**src/rtl/calc_seq_pkg.sv**
```systemverilog
`default_nettype none
// ==================================================================
// calc_seq_pkg: opcodes, ALU control codes, FIFO depth and field map
// Rev 1.0 - initial release
// ==================================================================
package calc_seq_pkg;

   localparam int c_instr_w    = 16;
   localparam int c_fifo_depth = 4;

   localparam int c_op_lsb   = 14;
   localparam int c_rw_lsb   = 11;
   localparam int c_rx_lsb   = 8;
   localparam int c_ry_lsb   = 5;
   localparam int c_ctrl_lsb = 1;
   localparam int c_imm_lsb  = 0;

   localparam int c_op_w   = 2;
   localparam int c_reg_w  = 3;
   localparam int c_ctrl_w = 4;
   localparam int c_imm_w  = 8;

   typedef enum logic [1:0] {
      OP_LDI  = 2'b00,
      OP_ALU  = 2'b01,
      OP_NOP  = 2'b10,
      OP_ITER = 2'b11
   } op_e;

   localparam logic [3:0] c_ctrl_pass_x = 4'h0;
   localparam logic [3:0] c_ctrl_add    = 4'h1;
   localparam logic [3:0] c_ctrl_sub    = 4'h2;
   localparam logic [3:0] c_ctrl_and    = 4'h3;
   localparam logic [3:0] c_ctrl_or     = 4'h4;
   localparam logic [3:0] c_ctrl_xor    = 4'h5;

   localparam logic [0:0] c_st_idle = 1'b0;
   localparam logic [0:0] c_st_exec = 1'b1;

   typedef struct packed {
      op_e                 op;
      logic [c_reg_w-1:0]  rw;
      logic [c_reg_w-1:0]  rx;
      logic [c_reg_w-1:0]  ry;
      logic [c_ctrl_w-1:0] ctrl;
   } dec_t;

   function automatic dec_t f_decode(input logic [c_instr_w-1:0] w);
      dec_t d;
      d.op   = op_e'(w[c_op_lsb +: c_op_w]);
      d.rw   = w[c_rw_lsb +: c_reg_w];
      d.rx   = w[c_rx_lsb +: c_reg_w];
      d.ry   = w[c_ry_lsb +: c_reg_w];
      d.ctrl = w[c_ctrl_lsb +: c_ctrl_w];
      return d;
   endfunction

   function automatic logic [c_imm_w-1:0] f_imm(input logic [c_instr_w-1:0] w);
      return w[c_imm_lsb +: c_imm_w];
   endfunction

endpackage
`default_nettype wire

```
**src/rtl/seq_fifo.sv**
```systemverilog
`default_nettype none
// ==================================================================
// seq_fifo: parameterised FIFO, registered storage, async reset
// Rev 1.0 - initial release
// ==================================================================
module seq_fifo #(
   parameter int WIDTH = 16,
   parameter int DEPTH = 4
) (
   input  logic             clk,
   input  logic             rst,
   input  logic             i_push,
   input  logic [WIDTH-1:0] i_data,
   input  logic             i_pop,
   output logic [WIDTH-1:0] o_data,
   output logic             o_empty,
   output logic             o_full
);

   localparam int c_aw = (DEPTH > 1) ? $clog2(DEPTH) : 1;
   localparam int c_cw = $clog2(DEPTH + 1);

   localparam logic [c_aw-1:0] c_last_ptr = c_aw'(DEPTH - 1);
   localparam logic [c_aw-1:0] c_ptr_one  = c_aw'(1);
   localparam logic [c_cw-1:0] c_full_cnt = c_cw'(DEPTH);
   localparam logic [c_cw-1:0] c_cnt_one  = c_cw'(1);

   logic [WIDTH-1:0] r_mem [DEPTH];
   logic [c_aw-1:0]  r_wr_ptr;
   logic [c_aw-1:0]  r_rd_ptr;
   logic [c_cw-1:0]  r_count;
   logic             w_push;
   logic             w_pop;

   assign o_empty = (r_count == '0);
   assign o_full  = (r_count == c_full_cnt);
   assign o_data  = r_mem[r_rd_ptr];
   assign w_push  = i_push && !o_full;
   assign w_pop   = i_pop && !o_empty;

   // Storage carries no reset: a slot is only read after it has been written.
   always_ff @(posedge clk) begin
      if (w_push) begin
         r_mem[r_wr_ptr] <= i_data;
      end
   end

   always_ff @(posedge clk or posedge rst) begin
      if (rst) begin
         r_wr_ptr <= '0;
         r_rd_ptr <= '0;
         r_count  <= '0;
      end else begin
         if (w_push) begin
            r_wr_ptr <= (r_wr_ptr == c_last_ptr) ? '0 : r_wr_ptr + c_ptr_one;
         end
         if (w_pop) begin
            r_rd_ptr <= (r_rd_ptr == c_last_ptr) ? '0 : r_rd_ptr + c_ptr_one;
         end
         case ({w_push, w_pop})
            2'b10:   r_count <= r_count + c_cnt_one;
            2'b01:   r_count <= r_count - c_cnt_one;
            default: r_count <= r_count;
         endcase
      end
   end

endmodule
`default_nettype wire

```
**src/rtl/calc_sequencer.sv**
```systemverilog
`default_nettype none
// ==================================================================
// calc_sequencer: queues instructions and sequences them into a calculator
// Rev 1.0 - initial release
// ==================================================================
module calc_sequencer
   import calc_seq_pkg::*;
(
   input  logic        Clk,
   input  logic        Rst,
   input  logic [15:0] instr,
   input  logic        instr_valid,
   output logic        instr_ready,
   output logic        WEN,
   output logic [2:0]  RW,
   output logic [2:0]  RX,
   output logic [2:0]  RY,
   output logic [7:0]  DataIn,
   output logic        Sel,
   output logic [3:0]  Ctrl,
   input  logic        Carry,
   output logic        busy,
   output logic        done,
   output logic        carry_flag
);

   logic [c_instr_w-1:0] w_fifo_data;
   logic                 w_empty;
   logic                 w_full;
   logic                 w_push;
   logic                 w_pop;
   logic [0:0]           r_state;
   logic [0:0]           w_state_nxt;
   logic [c_instr_w-1:0] r_cur;
   logic [2:0]           r_cnt;
   logic                 r_done;
   logic                 r_carry;
   logic                 w_exec;
   logic                 w_last;
   dec_t                 w_cur;
   op_e                  w_head_op;
   logic [2:0]           w_head_cnt;

   assign w_cur      = f_decode(r_cur);
   assign w_head_op  = op_e'(w_fifo_data[c_op_lsb +: c_op_w]);
   assign w_head_cnt = w_fifo_data[c_rx_lsb +: c_reg_w];

   assign w_exec = (r_state == c_st_exec);
   assign w_last = w_exec && (r_cnt == 3'd0);
   // Refill from the queue whenever nothing is executing or the current op ends.
   assign w_pop  = !w_empty && (!w_exec || w_last);
   assign w_push = instr_valid && !w_full;

   assign instr_ready = !w_full;
   assign busy        = !w_empty || w_exec;
   assign done        = r_done;
   assign carry_flag  = r_carry;

   seq_fifo #(
      .WIDTH (c_instr_w),
      .DEPTH (c_fifo_depth)
   ) u_fifo (
      .clk     (Clk),
      .rst     (Rst),
      .i_push  (w_push),
      .i_data  (instr),
      .i_pop   (w_pop),
      .o_data  (w_fifo_data),
      .o_empty (w_empty),
      .o_full  (w_full)
   );

   always_ff @(posedge Clk or posedge Rst) begin
      if (Rst) begin
         r_state <= c_st_idle;
      end else begin
         r_state <= w_state_nxt;
      end
   end

   always_comb begin
      w_state_nxt = r_state;
      case (r_state)
         c_st_idle: if (!w_empty) w_state_nxt = c_st_exec;
         c_st_exec: if (w_last && w_empty) w_state_nxt = c_st_idle;
         default:   w_state_nxt = c_st_idle;
      endcase
   end

   // The counter holds the number of EXEC cycles still to follow the current one.
   always_ff @(posedge Clk or posedge Rst) begin
      if (Rst) begin
         r_cur <= '0;
         r_cnt <= 3'd0;
      end else if (w_pop) begin
         r_cur <= w_fifo_data;
         r_cnt <= (w_head_op == OP_ITER) ? w_head_cnt : 3'd0;
      end else if (w_exec && !w_last) begin
         r_cnt <= r_cnt - 3'd1;
      end
   end

   always_ff @(posedge Clk or posedge Rst) begin
      if (Rst) begin
         r_done  <= 1'b0;
         r_carry <= 1'b0;
      end else begin
         r_done <= w_last;
         if (w_last && (w_cur.op == OP_ALU || w_cur.op == OP_ITER)) begin
            r_carry <= Carry;
         end
      end
   end

   always_comb begin
      WEN    = 1'b0;
      RW     = 3'd0;
      RX     = 3'd0;
      RY     = 3'd0;
      DataIn = 8'd0;
      Sel    = 1'b0;
      Ctrl   = 4'd0;
      if (w_exec) begin
         case (w_cur.op)
            OP_LDI: begin
               WEN    = 1'b1;
               RW     = w_cur.rw;
               DataIn = f_imm(r_cur);
               Ctrl   = c_ctrl_pass_x;
            end
            OP_ALU: begin
               WEN  = 1'b1;
               RW   = w_cur.rw;
               RX   = w_cur.rx;
               RY   = w_cur.ry;
               Sel  = 1'b1;
               Ctrl = w_cur.ctrl;
            end
            OP_ITER: begin
               WEN  = 1'b1;
               RW   = w_cur.rw;
               RX   = w_cur.rw;
               RY   = w_cur.ry;
               Sel  = 1'b1;
               Ctrl = w_cur.ctrl;
            end
            default: begin
               WEN = 1'b0;
            end
         endcase
      end
   end

endmodule
`default_nettype wire

```
**config.mk**
```make
export PLATFORM = sky130hd
export DESIGN_NAME = calc_sequencer
export DESIGN_NICKNAME = d
export VERILOG_FILES = /design/src/rtl/calc_seq_pkg.sv /design/src/rtl/seq_fifo.sv /design/src/rtl/calc_sequencer.sv
export SDC_FILE = /design/constraint.sdc
export NUM_CORES = 1
export LEC_CHECK = 0
export BUFFER_PORTS_ARGS = -buffer_cell sky130_fd_sc_hd__buf_4
export CORE_MARGIN = 3
export CORE_UTILIZATION = 58
export CTS_CLUSTER_SIZE = 30
export DETAILED_ROUTE_END_ITERATION = 12
export PLACE_DENSITY = 0.79
export SLEW_MARGIN = 20
export SYNTH_ARGS = -nofsm -noshare
export SYNTH_HDL_FRONTEND = slang
export SYNTH_HIERARCHICAL = 1
export SYNTH_SLANG_ARGS = --single-unit
```
**constraint.sdc**
```tcl
create_clock -name Clk -period 2.9 [get_ports Clk]
set_input_delay 0.725 -clock Clk [delete_from_list [all_inputs] [get_ports Clk]]
set_output_delay 0.725 -clock Clk [all_outputs]
set_load 0.02 [all_outputs]
```
* After elaboration in Yosys (flattened, before gate mapping) *
Memory sizes are Yosys's and may differ from the RTL's.
Cells that the tools add are included.

storage, ports and cells
  RAM bits = 64
  bits in registers = 29
  output and inout port bits = 27
  memories = 1

memory list
  memory        words  bits a word  rd ports  clocked after memory_dff  wr ports  line            RTL
  u_fifo.r_mem  4      16           1         0                         1         seq_fifo.sv:28  logic [WIDTH-1:0] r_mem [DEPTH];

operators by class
  equal/unequal tests = 8
  add/sub/neg operators = 5
  reductions and logical operators = 22
  bitwise gates (word level) = 1
  mux-type cells = 25

operators with widths
  kind                 count
  $mux 3               8
  $mux 8               2
  $pmux 3 s2           2
  $eq 2x2->1 const B   5
  $logic_and 1x1->1    8
  $mux 1               8
  $mux 4               2
  $logic_not 3->1      2
  $sub 3x1->3 const B  2
  $add 2x1->2 const B  2
  $eq 2x1->1 const B   2
  $logic_not 1->1      4
  $mux 2               2
  $reduce_bool 2->1    2
  $add 3x1->3 const B  1
  $eq 3x3->1 const B   1
  $logic_or 1x1->1     3
  $reduce_or 3->1      1
  $logic_not 2->1      1
  $pmux 1 s2           1
  $reduce_or 2->1      1
  $not 1->1            1

* Depth between registers and ports, before layout *
Gate-level depths: netlist of the first run.

  depth after elaboration = 7
  gate-level depth with buffers = 14

* By module *
The synthesis of the first run kept the hierarchy.

by module, submodules not included
  module          cells each  area an instance (µm²)  instances  seq. area each (µm²)
  seq_fifo        125         2803.9                  1          2097.0
  calc_sequencer  104         1199.9                  1          550.5

* Least setup slack after synthesis of the first run *
No wires, ideal clock.

  path kind = register to register
  start = register r_cnt[0]
  end = register u_fifo.r_count[2]
  buffers on the path = 2
  data arrival time = 2.366 ns
  cell stages (with the launch flop) = 15
  period minus slack after synthesis = 2.445 ns
  library setup time = 0.079 ns
  required time = 2.821 ns
  slack = 0.455 ns
  path through = dfrtp_1 -> inv_1 -> ha_1 -> nand2b_4 -> buf_6 -> a21oi_4 -> buf_12 -> nand2b_1 -> inv_1 -> ha_1 -> inv_1 -> fa_1 -> xor2_1 -> nor2_1 -> xor2_1

on the way
  longest elaborated chain between the ends = 7
  elaborated cells between the ends (all ways) = 9
  those cells by class = eq/ne: 2; mux: 1; reduce/logical: 6

ends and longest elaborated chain
  item                                                    line                  RTL
  start, declared                                         calc_sequencer.sv:35  logic [2:0] r_cnt;
  start signal, assigned                                  calc_sequencer.sv:97  r_cnt <= (w_head_op == OP_ITER) ? w_head_cnt : 3'd0;
  start signal, assigned                                  calc_sequencer.sv:99  r_cnt <= r_cnt - 3'd1;
  $logic_not 3->1 *                                       calc_sequencer.sv:49  assign w_last = w_exec && (r_cnt == 3'd0);
  $logic_and 1x1->1 *                                     calc_sequencer.sv:49
  $logic_or 1x1->1 *                                      calc_sequencer.sv:51  assign w_pop = !w_empty && (!w_exec || w_last);
  $logic_and 1x1->1 *                                     calc_sequencer.sv:51
  net w_pop                                               calc_sequencer.sv:31  logic w_pop;
  $logic_and 1x1->1 *                                     seq_fifo.sv:39        assign w_pop = i_pop && !o_empty;
  net u_fifo.w_pop                                        seq_fifo.sv:33        logic w_pop;
  $eq 2x1->1 / $eq 2x2->1 (equally long branches)         seq_fifo.sv:60        case ({w_push, w_pop})
  $pmux 3 s2 / $reduce_bool 2->1 (equally long branches)  n/a
  end signal, assigned                                    seq_fifo.sv:61        2'b10: r_count <= r_count + c_cnt_one;
  end signal, assigned                                    seq_fifo.sv:62        2'b01: r_count <= r_count - c_cnt_one;
  end signal, assigned                                    seq_fifo.sv:63        default: r_count <= r_count;
  end, declared                                           seq_fifo.sv:31        logic [c_cw-1:0] r_count;

The timed path passes the listed nets; every way through them passes the cells marked *.
A chain may end at the register's enable or synchronous reset.

* Worst setup path in the final report of the first run *
  start = register r_state
  end = output port RW[0]

on the way
  longest elaborated chain between the ends = 1

ends and longest elaborated chain
  item                    line                   RTL
  start, declared         calc_sequencer.sv:32   logic [0:0] r_state;
  start signal, assigned  calc_sequencer.sv:75   r_state <= c_st_idle;
  start signal, assigned  calc_sequencer.sv:77   r_state <= w_state_nxt;
  $mux 3                  calc_sequencer.sv:123  if (w_exec) begin
  end, declared           calc_sequencer.sv:15   output logic [2:0] RW,

No other way between the ends.

==> impl_summary.md, run 1 <==
Final layout
Relative to the synthesized area, the layout overhead comes to 15.5%. After filler insertion, the fill cell instance count of the layout stands at 438. Cells fill 70.8% of the core in the end. The final net count is 315. The most common cell after layout, fill and taps aside is sky130_fd_sc_hd__edfxtp_1. In the layout the commonest cells are 64 x sky130_fd_sc_hd__edfxtp_1, 56 x sky130_fd_sc_hd__buf_4, 29 x sky130_fd_sc_hd__dfrtp_1. Of the cells placed in the final design, the portion with a size suffix greater than 1 is 35.4%. The cell area after layout is 0.00462 mm². The antenna diode count is 0. The number of cells in the finished layout apart from fillers is 368.

Die
The I/O pin count is 47. The floorplan step defined a die boundary enclosing 0.00794 mm². The floorplan step set the die width to 89.1 µm.

The floorplan step defined a core boundary enclosing 0.00653 mm². The overall die height is 89.1 µm. The effective utilization at floorplan is 61.3%. After floorplanning, the core was divided into 29 placement rows.

Clocking
CTS saw 93 sinks. The number of buffers on the longest clock path is 2. After clock tree synthesis, the clock-pin slew on the worst setup and hold paths is 0.09 ns.

At the later pin of the worst-skew pair, clock insertion delay measures 0.35 ns. The depth of the CTS H-tree is 3. The number of buffers inserted for hold repair after clock tree synthesis is 0. The tree is rooted in a sky130_fd_sc_hd__clkbuf_8. The number of gates given a new drive strength after cts is 0.

Buffers inserted during clock tree synthesis total 9. The total setup buffers inserted after CTS is 0. The clock tree from TritonCTS is built.

Power
The analysis attributes to net switching a power of 1.75 mW. Per report_power, the combinational group accounts for 42.3% of the total. Net switching is 34.2% of the power. Per report_power, the clock group accounts for 16.1% of the total. Summed over all cells, the static leakage comes to 1.88 nW.

Cell internal power was estimated by the tool at 3.36 mW. In this run, flip-flops and latches consume 41.6% of the power. Power spread over the standard cell area amounts to 1100 mW/mm². The total power after layout is 5.11 mW. VDD sags by at most 0.618 mV.

Worst setup path
On the worst path, the slowest cell contributes a delay of 0.61 ns. The arrival time of data at the critical path endpoint is 1.73 ns. The type of element capturing the critical path is a primary output. In this run the worst path has a maximum fanout of 15. The critical path is of the reg2out type. In this run the number of cells on the critical path is 4. The data required time of the worst path is 2.17 ns.

The element type at the critical path start is a flip-flop. The number of cell instances on the worst register-to-register path is 12. The category of cells accounting for the largest share of critical-path delay is flip-flops.

The signal on the critical path passes through inv_1 > a21oi_1 > and2_1 > buf_4. In this run the critical register-to-register path is launched from r_cnt[0]$_DFFE_PP0P_. Counting both buffers and inverters, the worst setup path holds a total of 2. The cell with the biggest individual delay on the critical path is sky130_fd_sc_hd__dfrtp_1. In this run the worst setup path begins at r_state$_DFF_PP0_.

Placement
The number of buffers inserted by port buffering is 46. Routability-driven placement finished with a final weighted congestion of 0.797. Counting tap cells, the placed design contains a total of 352 instances. At the placement stage, the worst setup path has a slack of 0.571 ns.

Detailed placement ended at an HPWL of 4.66 mm. Once placement finished, the instance area stood at 0.00443 mm².

Timing
The worst pin sits at a relative slew slack of 45.5%. The hold violation count in the final report is 0. Setup repair after global routing left no endpoint under its margin. Across all setup checks in the final design, the least slack found is 0.444 ns.

The worst-margin pin slew is 0.817 ns. The sum of negative setup slack is 0 ns. The post-route minimum period is 2.46 ns.

The final hold slack is 0.321 ns. The clock skew after layout is 0.00935 ns. Setup violations remaining at the end of the flow were counted as 0. After layout, the worst path uses 84.7% of the clock period.

The maximum frequency from static timing analysis is 0.407 GHz. The count of pins over their slew limit is 0.

Yosys
The Yosys step of the flow raised 6 warnings. Counting distinct cell types in the post-synthesis netlist gives 37. Counting flops and latches in the post-synthesis netlist gives 93. The average instance in the mapped netlist occupies 17.5 µm². Counting every net in the synthesized netlist gives 258.

In the synthesized netlist, the number of instances is 229. The post-synthesis cell area is 0.00400 mm². The share of the yosys chip area belonging to registers is 66.1%.

Drt
The total via count in the routed design is 2032. The detailed-router iteration count before antenna repair is 4. The detailed-route DRC error count is 0. For this block, the routed nets add up to 6.58 mm of wire. Dividing the detail-routed wire length by the instance count gives 17.9 µm. The count of nets left with antenna violations once routing finished came out at 0. The per-cell via count in the routed design is 5.52. The detailed router finished its first iteration with 73 violations.

Worst hold path
The class of the most critical hold timing path is in2async.

GRT
The total global routing track utilization is 18.9%. The via count of the first global-routing pass is 2128. The first-pass GRT wire length is 10.8 mm. The sum of overflow across all layers after global routing is 0. The number of antenna violations at the first check in global routing is 0. The largest net degree at the start of global routing is 23.

Status
The run finished with clean final reports.

Run
Across the run, the number of max-cap violations was 0.
==> area by class of cell <==
type	instances	area, µm²	share of cell area [%]
Timing Repair Buffer	56	420	9.09
Clock inverter	7	66.3	1.43
Inverter	16	60.1	1.30
Multi-Input combinational cell	110	1210	26.1
Tap cell	77	96.3	2.08
Sequential cell	93	2650	57.3
Clock buffer	9	124	2.68
==> layer usage <==
layer,GRT usage (%),up-vias,part of all wire [%]
met5,0,-,0
met4,6.77,0,1.5
met3,5.16,12,4.3
met2,29.2,40,48
met1,26.3,1019,46
li1,-,961,-
==> worst register-to-register path, delay by kind of cell, from the launching register on <==
kind | cells | cell delay, ns
buf+inv | 3 | 0.25
simple gates | 3 | 0.37
xor+xnor | 2 | 0.31
flops | 1 | 0.38
compound gates | 1 | 0.16
fa+ha+maj | 3 | 0.77
==> path summary, 6_finish.rpt <==
kind | endpoint | slack (ns)
min in group Clk | r_cnt[0]$_DFFE_PP0P_ | 0.47
hold / removal | u_fifo/r_wr_ptr[0]$_DFFE_PP0P_ | 0.32
max in group asynchronous | r_cur[3]$_DFFE_PP0P_ | 1.84
setup reg to reg | u_fifo/r_count[2]$_DFFE_PP0P_ | 0.59
setup / recovery | RW[0] | 0.44
hold reg to reg | r_cnt[0]$_DFFE_PP0P_ | 0.47
==> synthesized netlist by cell type <==
cell type,number,area [µm²]
sky130_fd_sc_hd__fa_1,1,20.0
sky130_fd_sc_hd__nand2b_1,1,6.26
sky130_fd_sc_hd__ha_1,8,100
sky130_fd_sc_hd__and3_1,7,43.8
sky130_fd_sc_hd__xnor2_1,1,8.76
sky130_fd_sc_hd__buf_2,2,10.0
sky130_fd_sc_hd__xor2_1,2,17.5
sky130_fd_sc_hd__dfrtp_1,29,726
sky130_fd_sc_hd__mux2i_1,5,50.1
sky130_fd_sc_hd__and2_1,15,93.8
sky130_fd_sc_hd__o211ai_1,1,7.51
sky130_fd_sc_hd__edfxtp_1,64,1920
sky130_fd_sc_hd__nor2b_2,1,8.76
sky130_fd_sc_hd__mux2_4,9,135
sky130_fd_sc_hd__mux4_2,8,180
sky130_fd_sc_hd__clkbuf_1,4,15.0
sky130_fd_sc_hd__nor2_1,8,30.0
sky130_fd_sc_hd__nand4b_1,1,8.76
sky130_fd_sc_hd__a21o_1,1,7.51
sky130_fd_sc_hd__nand2_1,5,18.8
sky130_fd_sc_hd__a21oi_4,1,16.3
sky130_fd_sc_hd__a221o_1,1,10.0
sky130_fd_sc_hd__and4b_1,1,10.0
sky130_fd_sc_hd__nor3_1,2,10.0
sky130_fd_sc_hd__a2bb2oi_1,1,8.76
sky130_fd_sc_hd__nor3b_1,1,7.51
sky130_fd_sc_hd__nor2b_1,2,12.5
sky130_fd_sc_hd__mux4_1,8,210
sky130_fd_sc_hd__nand2b_4,1,13.8
sky130_fd_sc_hd__mux2_2,12,135
sky130_fd_sc_hd__a21oi_1,2,10.0
sky130_fd_sc_hd__nor3b_2,1,12.5
sky130_fd_sc_hd__buf_12,2,40.0
sky130_fd_sc_hd__inv_1,16,60.1
sky130_fd_sc_hd__buf_6,2,22.5
sky130_fd_sc_hd__o21ai_0,2,10.0
sky130_fd_sc_hd__nand3_1,1,5.00
==> flip-flops by register name, indices dropped and copies added, names as in the netlist <==
signal	flops
carry_flag	1
done	1
r_cnt	3
r_cur	16
r_state	1
u_fifo/r_count	3
u_fifo/r_mem	64
u_fifo/r_rd_ptr	2
u_fifo/r_wr_ptr	2
==> cells by family after synthesis <==
kind of cell / share of synthesized area (%)
AOI/OAI and AO/OA: 1.75
xor gates and xnor gates: 0.656
adders and majority gates: 3.00
buffers and inverters: 3.69
DFF: 66.1
muxes: 17.7
and+or+nand+nor: 7.03
==> power by group through the flow <==
stage	combinational [mW]	clock (mW)	sequential (mW)
after CTS	2.19	0.841	2.13
after floorplan	1.70	0	2.00
after global placement	2.12	0	2.13
after global routing	2.37	0.894	2.18
final	2.16	0.822	2.12
after detailed placement	2.18	0	2.16
Note: power is estimated with default switching activity, not from simulation.
==> inputs of run 2 (changes only) <==
Settings changed: ABC_AREA set to 1, CORE_UTILIZATION 58 to 53, PLACE_DENSITY 0.79 to 0.76.
Clock period 2.9 ns to 2.05 ns, I/O delays scaled along.
==> run 2 against run 1 <==
Highest routed layer unchanged. Final area is 12% higher. Largest cell class unchanged. Critical path type unchanged. Non-clock buffer count is 9 higher. Synthesized cell count is 81% higher.
==> impl_summary.md, run 2 <==
Status
The run finished with clean final reports.

Power
Summing internal, switching and leakage power gives 8.07 mW. The leakage power summed over all cells is 2.34 nW. For this design the ratio of total power to cell area is 1560 mW/mm².

The worst-case IR drop observed on VDD is 0.597 mV.

Yosys
The top cell type by area accounts for 43.0% of the synthesized area. After synthesis the cells add up to 0.00447 mm². The number of different library cells in the post-synthesis netlist is 27. sky130_fd_sc_hd__nand2_1 is the most common cell in the netlist. The average instance in the mapped netlist occupies 10.8 µm².

The top flip-flop cell by instance count after synthesis is sky130_fd_sc_hd__edfxtp_1. Synthesis handed over a netlist of 414 instances. Counting every net in the synthesized netlist gives 443. Counting flops with a built-in enable in the synthesized netlist gives 64.

The number of warning messages in the yosys log is 6. The count of state elements after synthesis is 93. Sorting the synthesized cells by how often they occur yields 80 x sky130_fd_sc_hd__nand2_1, 70 x sky130_fd_sc_hd__inv_1, 64 x sky130_fd_sc_hd__edfxtp_1.

In the synthesized netlist the async set-or-reset flop fraction comes to 31.2%. The library cell with the largest summed area after synthesis is sky130_fd_sc_hd__edfxtp_1. Ranked by total cell area, the synthesized netlist is headed by sky130_fd_sc_hd__edfxtp_1 43%, sky130_fd_sc_hd__dfrtp_1 16%, sky130_fd_sc_hd__nand2_1 6.7%, sky130_fd_sc_hd__o211ai_2 6.4%, sky130_fd_sc_hd__inv_1 5.9%. The share of the yosys chip area belonging to registers is 59.3%.

Worst setup path
STA puts the critical path data required time at 1.54 ns. Of all nets on the critical path, the largest fanout is 5. For flop-to-flop paths, the worst setup slack is 0.10 ns. In this run the critical register-to-register path is launched from r_cnt[1]$_DFFE_PP0P_.

STA puts the critical path data arrival time at 1.46 ns. The endpoint identified for the worst register-to-register timing path is u_fifo/r_count[2]$_DFFE_PP0P_. Measured in cells, the most critical reg-to-reg path has a length of 15. The most critical setup path has its endpoint at busy.

The worst setup path is launched from a flip-flop. The path type of the worst setup path is reg2out. In this run the worst setup path begins at u_fifo/r_count[2]$_DFFE_PP0P_. The worst setup path is captured at a primary output.

Die
The overall die height is 97.8 µm. The I/O pin count is 47. The width of the die is 97.8 µm. The floorplan step defined a core boundary enclosing 0.00797 mm². The die outline area is 0.00957 mm². The floorplan has 32 rows. Once the floorplan was initialized, standard cells occupied 56.1% of the core.

GRT
The via count of the first global-routing pass is 2765. The first-pass GRT wire length is 13.2 mm. Across every metal layer, demand over resource in global routing totals 17.1%.

The sum of overflow across all layers after global routing is 0. The fraction of met2 tracks used by global routing is 28.4%. The number of antenna violations at the first check in global routing came to 0. The fraction of met3 tracks used by global routing is 2.71%. The met1 routing resource usage after global routing is 23.4%. In this run the most used layer during global routing was met2. The largest net degree at the start of global routing is 24.

Timing
For the pin with the worst max-slew slack, the measured transition is 0.461 ns. Static timing analysis puts the maximum clock frequency at 0.508 GHz. Setup slack on the critical path of the routed design comes to 0.0813 ns. The sum of negative setup slack is 0 ns.

In this run the tightest slew margin relative to its limit is 69.3%. The clock arrives with 0.00900 ns of skew. The count of pins over their slew limit is 0. The number of failing setup endpoints in the final timing report is 0. After layout, the worst path uses 96.0% of the clock period. The post-route minimum period is 1.97 ns. The hold violation count in the final report is 0.

Placement
The congestion estimate from routability-driven global placement came to 0.793. The minimum setup slack after placement is 0.0128 ns. The number of buffers inserted by port buffering is 46. The post-DP HPWL is 5.51 mm.

Clocking
At the later pin of the worst-skew pair, clock insertion delay measures 0.35 ns. In this run, post-CTS hold repair placed 0 buffers. CTS saw 93 sinks.

The buffer cell driving the clock tree root is sky130_fd_sc_hd__clkbuf_8. TritonCTS built the clock tree. Clock-pin slew was measured on the worst setup and hold paths at 0.09 ns. The total CTS buffers is 9. CTS built an H-tree with a depth of 3. The clock passes through at most 2 buffers.

Worst hold path
The class of the most critical hold timing path is in2async.

Drt
The post-detailed-route count of antenna-violating nets is 0. The DRC violation total after the first TritonRoute iteration is 136. Detailed routing inserted a total of 2921 vias. The detailed-router iteration count before antenna repair is 4. The detailed-route wire length is 8.02 mm.

The detailed-route DRC error count is 0. The wire length per cell is 13.8 µm. Using the TritonRoute via totals, the vias-per-cell ratio works out to 5.04.

Final layout
In the final layout, the registers with the most flip-flops are u_fifo/r_mem (64), r_cur (16). At the end of the flow, the number of nets in the layout was 502. The register ranked first by flip-flop count is u_fifo/r_mem.

The antenna diode count is 0. The filler cell count is 604. The library cells used most frequently in the layout, excluding fill and tap cells, are 76 x sky130_fd_sc_hd__nand2_1, 64 x sky130_fd_sc_hd__buf_4, 64 x sky130_fd_sc_hd__edfxtp_1. The library cell used most frequently in the layout, excluding fill and tap cells, is sky130_fd_sc_hd__nand2_1. The register with the most flip-flops in the layout has 64 of them.

The fraction of final layout cells with drive strength greater than 1 is 33.1%. The area growth from synthesis to final layout is 15.5%.

Run
The max-capacitance violation count is 0.
run 2: cell types whose count changed after synthesis, sizes merged, moves of 7 or more:
cell | previous run | this run
and2 | 15 | 0
and3 | 7 | 0
buf | 6 | 16
inv | 16 | 75
mux2 | 21 | 0
mux4 | 16 | 0
nand2 | 5 | 110
nand3 | 1 | 39
nor2 | 8 | 21
o211ai | 1 | 32
run 2: per-layer routing:
layer | routed length, µm | up-vias | share of wire (%)
met3 | 344 | 7 | 4.3
met1 | 3660 | 1384 | 46
met2 | 3940 | 61 | 49
met4 | 79 | 0 | 0.98
met5 | 0 | - | 0
li1 | - | 1469 | -
run 2: worst min path at each step:
stage | slack (ns) | from | to
after floorplan | 0.32 | Rst | u_fifo/r_count[0]$_DFFE_PP0P_
after global placement | 0.46 | r_cur[4]$_DFFE_PP0P_ | r_cur[4]$_DFFE_PP0P_
after detailed placement | 0.46 | r_cur[3]$_DFFE_PP0P_ | r_cur[3]$_DFFE_PP0P_
after CTS | 0.09 | Rst | u_fifo/r_rd_ptr[1]$_DFFE_PP0P_
after global routing | 0.11 | Rst | u_fifo/r_rd_ptr[1]$_DFFE_PP0P_
final | 0.09 | Rst | u_fifo/r_rd_ptr[1]$_DFFE_PP0P_
run 2: cells by family (layout without fill, tap and decap cells):
group | after synthesis | in the layout | synth area share, %
buffers and inverters | 93 | 157 | 10.6
AO/OA/AOI/OAI | 39 | 39 | 8.74
flip-flops | 93 | 93 | 59.3
XOR/XNOR | 1 | 1 | 0.196
adder cells (fa/ha/maj) | 9 | 9 | 2.69
AND/OR/NAND/NOR | 179 | 179 | 18.5
run 2: per-stage QoR:
step / hold WS (ns) / utilization [%] / cells / instance area [µm²]
CTS: 0.0876 / 64.1 / 577 / 5100
global route: 0.108 / 64.7 / 580 / 5160
floorplan: 0.316 / - / 414 / 4470
global placement: 0.457 / 61.2 / 559 / 4880
finish: 0.0931 / 64.7 / 580 / 5160
detailed placement: 0.459 / 61.2 / 559 / 4880
run 2: critical path, stage by stage, from the launching register on:
cell and delay (ns):
sky130_fd_sc_hd__dfrtp_1 0.44, sky130_fd_sc_hd__inv_2 0.09, sky130_fd_sc_hd__nand3_2 0.13, sky130_fd_sc_hd__inv_2 0.10, sky130_fd_sc_hd__buf_4 0.14, sky130_fd_sc_hd__nand2_1 0.06, sky130_fd_sc_hd__buf_4 0.16
run 2: where the power goes:
group          switching [mW]  internal [mW]  total, mW
clock                   0.616          0.562       1.18
combinational            2.39           1.50       3.90
sequential              0.404           2.59       2.99
run 2: final cells by class:
cell class,count,area [µm²],area share (%)
tap,102,128,2.47
clock buffer,10,128,2.47
inverter,76,293,5.68
clock inverter,6,63.8,1.24
sequential,93,2650,51.4
timing repair buffer,65,500,9.70
multi-input combinational,228,1400,27.1
run 2: what timing repair did:
action                                  4_1_cts  5_1_grt
setup buffers                                 2        3
cloned                                        0        0
hold endpoints to repair                      0        0
endpoints found under the setup margin       12       15
pin swaps                                     2        3
resized for setup                             9        8
==> inputs of run 3 (changes only) <==
Settings changed: ABC_AREA 1 to unset, CORE_UTILIZATION 53 to 52, PLACE_DENSITY 0.76 to 0.75.
==> run 3 against run 2 <==
Utilization is 0.87 points higher. First-iteration DRC count decreased by 11%. Flip-flop and latch count unchanged. Clock skew down 0.00059 ns. Combinational power decreased by 12%.
==> impl_summary.md, run 3 (synthesis results as in run 1) <==
Final layout
More flip-flops sit in one register than any other, and that register is u_fifo/r_mem. The register with the most flip-flops in the layout has 64 of them. The library cells used most frequently in the layout, excluding fill and tap cells, are 67 x sky130_fd_sc_hd__buf_4, 64 x sky130_fd_sc_hd__edfxtp_1, 26 x sky130_fd_sc_hd__dfrtp_1. The finished cells cover 0.00484 mm². The largest registers in the layout are u_fifo/r_mem (64), r_cur (16). The antenna diode count is 0. The fraction of final layout cells with drive strength greater than 1 is 43.1%. The storage element area is 0.00265 mm². The final net count is 330. From synthesis to final layout, the design area changed by 20.8%. Summing all multi-input logic gate instances after layout gives 0.00126 mm². The filler cells instantiated in the layout total 518. Leaving out fill and tap cells, the most frequent cell in the layout is sky130_fd_sc_hd__buf_4.

Worst setup path
The delay of the slowest cell on the worst path is 0.39 ns. The path type of the worst setup path is reg2reg. The cell with the biggest individual delay on the critical path is sky130_fd_sc_hd__dfrtp_1. The signal on the critical path passes through inv_2 > ha_4 > nand2b_4 > a21oi_4 > nand2b_4 > inv_4 > ha_4 > inv_2 > fa_2 > xor2_1 > nor2_1 > xor2_1.

The cell family contributing the most delay on the critical path is adder cells. At the worst endpoint, the required time is 2.32 ns. In this run the worst path has a maximum fanout of 3. The arrival time of data at the critical path endpoint is 2.28 ns. STA classifies the critical path startpoint as a flip-flop.

The worst setup path is captured at a flip-flop. Counting both buffers and inverters, the worst setup path holds a total of 3.

Timing
Setup repair after global routing could not meet its margin everywhere. The routed design could run at a clock period as short as 2.01 ns. The final critical path takes up 98.2% of the cycle. At the pin with the least slew margin, the transition time is 0.591 ns. The clock skew after layout is 0.00841 ns.

Setup violations remaining at the end of the flow were counted as 0. Measured against its own limit, the worst slew margin works out to 60.6%. The maximum frequency from static timing analysis is 0.497 GHz. The count of pins over their slew limit is 0. The hold violation count in the final report was 0.

Drt
The detailed-route wire length is 6.82 mm. The wire length per cell is 16.8 µm. After the first detailed-routing iteration, the DRC count stood at 121.

The final route contains 2115 vias. Dividing the detail-routed via count by the number of cells gives 5.22. The detail route stage leaves a number of antenna-violating nets equal to 0. The detailed-router iteration count before antenna repair is 4. The detailed-route DRC error count is 0.

GRT
The total global routing track utilization is 17.0%. The largest net degree at the start of global routing is 17. The via count of the first global-routing pass is 2221. The sum of overflow across all layers after global routing is 0. The first-pass GRT wire length is 11.0 mm. The number of antenna violations at the first check in global routing was 0.

Clocking
The CTS clock-pin slew for the worst setup and hold paths is 0.09 ns. TritonCTS built the clock tree. The tree is rooted in a sky130_fd_sc_hd__clkbuf_8. The number of sinks handled by clock tree synthesis is 93. The number of buffers on the longest clock path is 2. The insertion delay of the later-clocked pin in the worst-skew pair is 0.35 ns. The total CTS buffers is 9. After clock tree synthesis, the flow added hold-fix buffers numbering 0.

The depth of the CTS H-tree is 3.

Die
In this run the standard cell core region covers 0.00737 mm². The die is 93.7 µm tall. The effective utilization at floorplan is 54.3%. The width of the die is 93.7 µm.

The cell row count is 31. 47 I/O pins were placed. The die outline area is 0.00879 mm².

Power
The power share of the combinational group is 45.4%. The design draws 7.55 mW. The relative contribution of the clock network to total power is 15.5%.

VDD sags by at most 0.776 mV. The internal power of the cells is 5.03 mW. Per report_power, the sequential group accounts for 39.1% of the total.

The switching power is 2.52 mW. In this run the static leakage power is 1.96 nW. For this design the ratio of total power to cell area is 1560 mW/mm². Net switching is 33.4% of the power.

Run
The max-capacitance violation count is 0.

Placement
At the end of routability-driven placement, the weighted congestion stood at 0.747. The placement-stage cell area is 0.00456 mm². Buffers placed on the I/O ports in this run total 46. Detailed placement finished with a half-perimeter wire length of 4.85 mm.

Worst hold path
The tightest min-delay check is of the in2async type.

Status
The run finished with clean final reports.
==> run 3: worst register-to-register path, stage by stage, from the launching register on <==
cell,delay [ns]
sky130_fd_sc_hd__dfrtp_1,0.39
sky130_fd_sc_hd__inv_2,0.09
sky130_fd_sc_hd__ha_4,0.15
sky130_fd_sc_hd__nand2b_4,0.07
sky130_fd_sc_hd__a21oi_4,0.18
sky130_fd_sc_hd__nand2b_4,0.09
sky130_fd_sc_hd__inv_4,0.06
sky130_fd_sc_hd__ha_4,0.13
sky130_fd_sc_hd__inv_2,0.04
sky130_fd_sc_hd__fa_2,0.32
sky130_fd_sc_hd__xor2_1,0.14
sky130_fd_sc_hd__nor2_1,0.12
sky130_fd_sc_hd__xor2_1,0.15
==> run 3: metal layers <==
metal	track usage [%]	vias to the layer above	part of all wire, %
met4	9.03	0	2.0
met3	2.56	9	3.4
li1	-	997	-
met1	21.6	1071	44
met2	28.2	38	51
met5	0	-	0
==> run 3: power groups by stage <==
stage                     clock (mW)  combinational, mW  sequential (mW)
after floorplan                    0               2.49             2.84
after global placement             0               3.23             2.96
after detailed placement           0               3.30             3.00
after CTS                       1.21               3.36             2.95
after global routing            1.28               3.73             3.03
final                           1.17               3.42             2.95
==> run 3: layout make-up <==
| class | instances | share of cell area [%] |
|---|---|---|
| clock buffer | 12 | 3.00 |
| clock inverter | 4 | 0.983 |
| inverter | 16 | 1.29 |
| multi-input combinational | 110 | 26.0 |
| sequential | 93 | 54.8 |
| tap | 99 | 2.56 |
| timing repair buffer | 71 | 11.3 |
==> run 3: worst paths after layout <==
kind / from / endpoint / slack [ns] / cells past startpoint
max in group asynchronous: Rst / r_state$_DFF_PP0_ / 1.38 / 3
worst min-delay path: Rst / u_fifo/r_rd_ptr[0]$_DFFE_PP0P_ / 0.14 / 2
worst max-delay path: r_cnt[0]$_DFFE_PP0P_ / u_fifo/r_count[2]$_DFFE_PP0P_ / 0.04 / 12
min in group Clk: instr[13] / u_fifo/r_mem[2][13]$_DFFE_PP_ / 0.36 / 1
worst min register to register: r_cnt[0]$_DFFE_PP0P_ / r_cnt[0]$_DFFE_PP0P_ / 0.49 / 1
worst max register to register: r_cnt[0]$_DFFE_PP0P_ / u_fifo/r_count[2]$_DFFE_PP0P_ / 0.04 / 12
==> run 3: repair_timing <==
item / 4_1_cts / 5_1_grt
setup buffers: 3 / 4
pin swaps: 0 / 5
setup endpoints to repair: 13 / 13
resized for setup: 2 / 9
endpoints found under the hold margin: 0 / 0
==> run 3: through the flow <==
step / cells / hold WS (ns) / setup WS, ns / utilization (%) / setup TNS, ns
detailed placement: 382 / 0.486 / 0.0191 / 61.8 / 0
CTS: 401 / 0.131 / 0.00277 / 64.8 / 0
global route: 405 / 0.145 / -0.0880 / 65.6 / -0.116
floorplan: 229 / 0.316 / -0.211 / - / -0.301
finish: 405 / 0.140 / 0.0377 / 65.6 / 0
global placement: 382 / 0.482 / 0.0834 / 61.8 / 0
